<file path="config.mk">
export PLATFORM = sky130hd
export DESIGN_NAME = wbr_param_wrapper
export DESIGN_NICKNAME = d
export VERILOG_FILES = /design/src/rtl/wbr_param_wrapper.sv
export SDC_FILE = /design/constraint.sdc
export NUM_CORES = 1
export LEC_CHECK = 0
export CELL_PAD_IN_SITES_DETAIL_PLACEMENT = 0
export CELL_PAD_IN_SITES_GLOBAL_PLACEMENT = 1
export CORE_ASPECT_RATIO = 1.25
export CORE_MARGIN = 2
export CORE_UTILIZATION = 40
export DETAILED_ROUTE_END_ITERATION = 10
export HOLD_SLACK_MARGIN = 0.1
export PLACE_DENSITY = 0.89
export SLEW_MARGIN = 20
export SYNTH_ARGS = -nofsm -noshare
export SYNTH_HDL_FRONTEND = slang
export SYNTH_SLANG_ARGS = --single-unit
</file>
<file path="constraint.sdc">
create_clock -name WRCK -period 2.15 [get_ports WRCK]
set_clock_uncertainty 0.2 [all_clocks]
set_input_delay 0.43 -clock WRCK [delete_from_list [all_inputs] [get_ports WRCK]]
set_output_delay 0.43 -clock WRCK [all_outputs]
set_load 0.005 [all_outputs]
</file>
<file path="src/rtl/wbr_param_wrapper.sv">
// Parameterised core wrapper: instruction register (WIR), 1-bit bypass (WBY)
// and a boundary register (WBR) with capture/shift/update stages. Everything
// is clocked by WRCK and cleared asynchronously by RESET.
//
// Strobe semantics: on a rising WRCK edge a strobe acts only on the register
// addressed by SelectWIR (WIR when 1, the selected data register when 0).
// CaptureWR wins over ShiftWR on the same edge; UpdateWR acts alongside either
// and always transfers the shift-stage value as it stood before the edge.
module wbr_param_wrapper #(
  parameter int                N_IN     = 4,
  parameter int                N_OUT    = 4,
  parameter int                WIR_W    = 3,
  parameter logic [N_OUT-1:0]  SAFE_VAL = '0
) (
  input  logic               WRCK,
  input  logic               RESET,
  input  logic               SelectWIR,
  input  logic               CaptureWR,
  input  logic               ShiftWR,
  input  logic               UpdateWR,
  input  logic               WSI,
  output logic               WSO,
  input  logic [N_IN-1:0]    pin_in,
  output logic [N_IN-1:0]    core_in,
  input  logic [N_OUT-1:0]   core_out,
  output logic [N_OUT-1:0]   pin_out,
  output logic [WIR_W-1:0]   cur_instr,
  output logic               instr_illegal
);

  localparam int N_WBR = N_IN + N_OUT;

  localparam logic [WIR_W-1:0] WS_BYPASS  = WIR_W'(0);
  localparam logic [WIR_W-1:0] WS_EXTEST  = WIR_W'(1);
  localparam logic [WIR_W-1:0] WS_INTEST  = WIR_W'(2);
  localparam logic [WIR_W-1:0] WS_PRELOAD = WIR_W'(3);
  localparam logic [WIR_W-1:0] WS_SAFE    = WIR_W'(4);

  logic [WIR_W-1:0] wir_sh;
  logic             wby;
  logic [N_WBR-1:0] wbr_sh;
  logic [N_WBR-1:0] wbr_upd;
  logic [N_WBR-1:0] wbr_cap_val;

  logic is_bypass, is_extest, is_intest, is_preload, is_safe, is_legal;
  logic wbr_sel;

  logic wir_cap_en, wir_shift_en, wir_upd_en;
  logic dr_cap_en, dr_shift_en, dr_upd_en;

  // Decode the active instruction; undefined opcodes fall back to bypass.
  always_comb begin
    is_bypass  = (cur_instr == WS_BYPASS);
    is_extest  = (cur_instr == WS_EXTEST);
    is_intest  = (cur_instr == WS_INTEST);
    is_preload = (cur_instr == WS_PRELOAD);
    is_safe    = (cur_instr == WS_SAFE);
    is_legal   = is_bypass | is_extest | is_intest | is_preload | is_safe;
    wbr_sel    = is_extest | is_intest | is_preload;
  end

  // Qualify the raw strobes by target register; capture masks shift.
  always_comb begin
    wir_cap_en   = SelectWIR & CaptureWR;
    wir_shift_en = SelectWIR & ShiftWR & ~CaptureWR;
    wir_upd_en   = SelectWIR & UpdateWR;
    dr_cap_en    = ~SelectWIR & CaptureWR;
    dr_shift_en  = ~SelectWIR & ShiftWR & ~CaptureWR;
    dr_upd_en    = ~SelectWIR & UpdateWR;
  end

  // WIR shift stage: capture reloads the active opcode, shift moves toward bit 0.
  always_ff @(posedge WRCK or posedge RESET) begin
    if (RESET) begin
      wir_sh <= '0;
    end else if (wir_cap_en) begin
      wir_sh <= cur_instr;
    end else if (wir_shift_en) begin
      wir_sh <= {WSI, wir_sh[WIR_W-1:1]};
    end
  end

  // WIR update stage: the new opcode takes effect from the next cycle.
  always_ff @(posedge WRCK or posedge RESET) begin
    if (RESET) begin
      cur_instr <= WS_BYPASS;
    end else if (wir_upd_en) begin
      cur_instr <= wir_sh;
    end
  end

  // Bypass bit: used by bypass, safe and any undefined opcode.
  always_ff @(posedge WRCK or posedge RESET) begin
    if (RESET) begin
      wby <= 1'b0;
    end else if (!wbr_sel) begin
      if (dr_cap_en) begin
        wby <= 1'b0;
      end else if (dr_shift_en) begin
        wby <= WSI;
      end
    end
  end

  // Capture value per instruction: EXTEST samples pins into the input cells,
  // INTEST samples the core into the output cells, PRELOAD leaves all cells.
  always_comb begin
    wbr_cap_val = wbr_sh;
    if (is_extest) begin
      wbr_cap_val[N_IN-1:0] = pin_in;
    end
    if (is_intest) begin
      wbr_cap_val[N_WBR-1:N_IN] = core_out;
    end
  end

  // WBR shift chain: WSI enters the top cell, cell 0 drives WSO.
  always_ff @(posedge WRCK or posedge RESET) begin
    if (RESET) begin
      wbr_sh <= '0;
    end else if (wbr_sel) begin
      if (dr_cap_en) begin
        wbr_sh <= wbr_cap_val;
      end else if (dr_shift_en) begin
        wbr_sh <= {WSI, wbr_sh[N_WBR-1:1]};
      end
    end
  end

  // WBR update stage: parallel copy of the pre-edge shift chain.
  always_ff @(posedge WRCK or posedge RESET) begin
    if (RESET) begin
      wbr_upd <= '0;
    end else if (wbr_sel && dr_upd_en) begin
      wbr_upd <= wbr_sh;
    end
  end

  // Functional muxing between pins, core and the update stage.
  always_comb begin
    core_in = pin_in;
    pin_out = core_out;
    if (is_intest) begin
      core_in = wbr_upd[N_IN-1:0];
    end
    if (is_extest) begin
      pin_out = wbr_upd[N_WBR-1:N_IN];
    end else if (is_safe) begin
      pin_out = SAFE_VAL;
    end
  end

  // Serial output: purely from register state, never from WSI directly.
  always_comb begin
    WSO = 1'b0;
    if (SelectWIR) begin
      WSO = wir_sh[0];
    end else if (wbr_sel) begin
      WSO = wbr_sh[0];
    end else begin
      WSO = wby;
    end
  end

  assign instr_illegal = ~is_legal;

endmodule

</file>
==> metrics.yaml <==
pre_cts_slack_ns: -0.293
antennaDiodeCount: 0
place_inst: 182
overflow: 0
place_congestion: 0.813
drt_iter0_drc: 20
grt_setup_unrepaired: "true"
arrival_ns: 1.62
avgSynthCellArea_um2: 13.0
vias: 1055
p_per_area_mw_per_mm2: 1100
syn_area_mm2: 0.00132
cts.htree.levels: 1
hp-class: "primary input to asynchronous set/reset pin"
start_util_pct: 41.5
fill_cells: 223
dpl.hpwl_mm: 2.19
slew_viol_final: 0
total_power_mw: 2.18
drtPass1Iterations: 4
finalWorstSetupSlack_ns: -0.101
critPathCaptureType: "output port"
synth.top_cell.area_share_pct: 43.8
die_h_um: 68.1
nets: 179
cap_violations: 0
postRouteAntennaNets: 0
synth.area.top_cells: "dfrtp_1 44%, mux2_2 20%, mux2_4 9.1%"
cts-buffers-inserted: 3
violations: "negative setup slack"
p_leak_nw: 0.952
dieWidth_um: 55.3
path_max_fanout: 3
drcViolationCount: 0
crit_type: "flop to output port"
postPlaceCellArea_mm2: 0.00177
ys_seq_area_share_pct: 43.8
cts.path.max_buffers: 2
syn2layout_area_growth_pct: 51.1
required_ns: 1.52
grt_max_degree: 24
drt-total-wl_mm: 3.37
relSlewSlack_pct: 70.9
grt_pass1_wl_mm: 5.50
antenna_found_initial: 0
fp-row-count: 23
syn-num-nets: 116
clk_pin_slew_ns: 0.08
fin_crit_ns: 2.25
fin_crit_sh_pct: 105
final_core_util_pct: 62.8
critPathLaunchType: "flop"
ios: 28
synth-seq-cells: 23
yosysUniqueCellTypes: 26
yosys_warnings: 0
status: "finished with violations"
ir_drop_mv: 0.657
post-route-cell-area_mm2: 0.00199
cts_tree: "yes"
final_cells: 200
hold_ws_ns: 0.296
max_slew.worst_pin.slew_ns: 0.437
dieArea_mm2: 0.00377
fin_tns_setup_ns: -0.307
coreArea_mm2: 0.00317
setup_violations: 5
drive_gt1_share_pct: 57.1
syn-instance-count: 101
synth_top_area_cell: "dfrtp_1"
first_global_vias: 1169
grt.total_usage_pct: 19.2
hold_violations: 0
ff_latch_area_um2: 578
post_drt_wl_per_cell_um: 16.9
cts_root_buffer: "clkbuf_8"
cts_sinks: 23
fmax_mhz: 444
clkLatencyLatePin_ns: 0.27
io_buffers: 27
multiInputGateArea_um2: 749
viasPerCell: 5.28
[synthesized netlist by cell type, drive strengths merged]
cell type	count
a2111oi	2
a22o	12
a31oi	2
and2b	1
buf	4
clkbuf	2
dfrtp	23
inv	1
mux2	31
mux2i	1
nand2	4
nand3	1
nor2	3
nor2b	4
nor3b	1
o21ai	4
o21ba	1
o21bai	1
or2	1
or3b	1
or4	1
[registers in the layout (all words and copies together) (netlist names)]
name / count
wby: 1
wbr_upd: 8
cur_instr: 3
wbr_sh: 8
wir_sh: 3
[final timing paths]
check                             start            to  slack [ns]  depth (start not counted)
setup / recovery           cur_instr[0]    core_in[1]       -0.10                          5
hold / removal                    RESET           wby        0.30                          3
setup reg to reg           cur_instr[2]    wbr_upd[1]        0.03                          6
hold reg to reg                     wby           wby        0.31                          2
max in group asynchronous         RESET  cur_instr[1]        1.21                          3
min in group WRCK                   wby           wby        0.31                          2
[kinds of logic (layout without fill, tap and decap cells)]
group	after synthesis	after routing	synth area share (%)
compound gates	22	22	16.1
buf+inv	7	69	2.76
flops	23	23	43.8
mux	32	32	29.6
simple gates	17	17	7.80
[critical path, cell delays in order, from the launching register on]
cell and delay [ns]:
dfrtp_2 0.43, nor3b_2 0.23, buf_4 0.16, buf_6 0.10, mux2_4 0.31, buf_6 0.12
[cell type report]
| cell class | instances | share of cell area [%] |
|---|---|---|
| clock buffer | 3 | 2.08 |
| clock inverter | 1 | 0.252 |
| inverter | 1 | 0.189 |
| multi-input combinational | 71 | 37.7 |
| sequential | 23 | 29.1 |
| tap | 37 | 2.33 |
| timing repair buffer | 64 | 28.3 |
[report_power, final]
group / total (mW) / leakage, nW / switching (mW) / internal, mW
sequential: 0.767 / 0.295 / 0.152 / 0.615
combinational: 1.14 / 0.631 / 0.388 / 0.754
clock: 0.267 / 0.0255 / 0.138 / 0.130
total: 2.18 / 0.952 / 0.678 / 1.50
[metal layers]
layer,global-route usage [%],vias to the layer above,part of all wire [%]
li1,-,502,-
met1,21.0,524,41
met2,36.2,23,54
met3,2.84,6,3.1
met4,10.4,0,2.0
met5,0,-,0
[cells in the final DEF (no fill, tap or decap), drive strengths merged, types with 2 or more instances in the layout]
master         netlist  layout
dlygate4sd2          0       3
o21ai                4       4
clkdlybuf4s50        0      14
nor2                 3       3
clkbuf               2       4
a31oi                2       2
a2111oi              2       2
buf                  4      44
nor2b                4       4
nand2                4       4
mux2                31      31
dfrtp               23      23
a22o                12      12
[what timing repair did]
action | CTS | global route
resized for setup | 55 | 9
setup endpoints to repair | 18 | 9
pin swaps | 2 | 6
buffers inserted | 11 | 3
cloned | 0 | 0
hold buffers | 0 | 0
endpoints found under the hold margin | 0 | 0
Power figures use the tool's default switching activity.
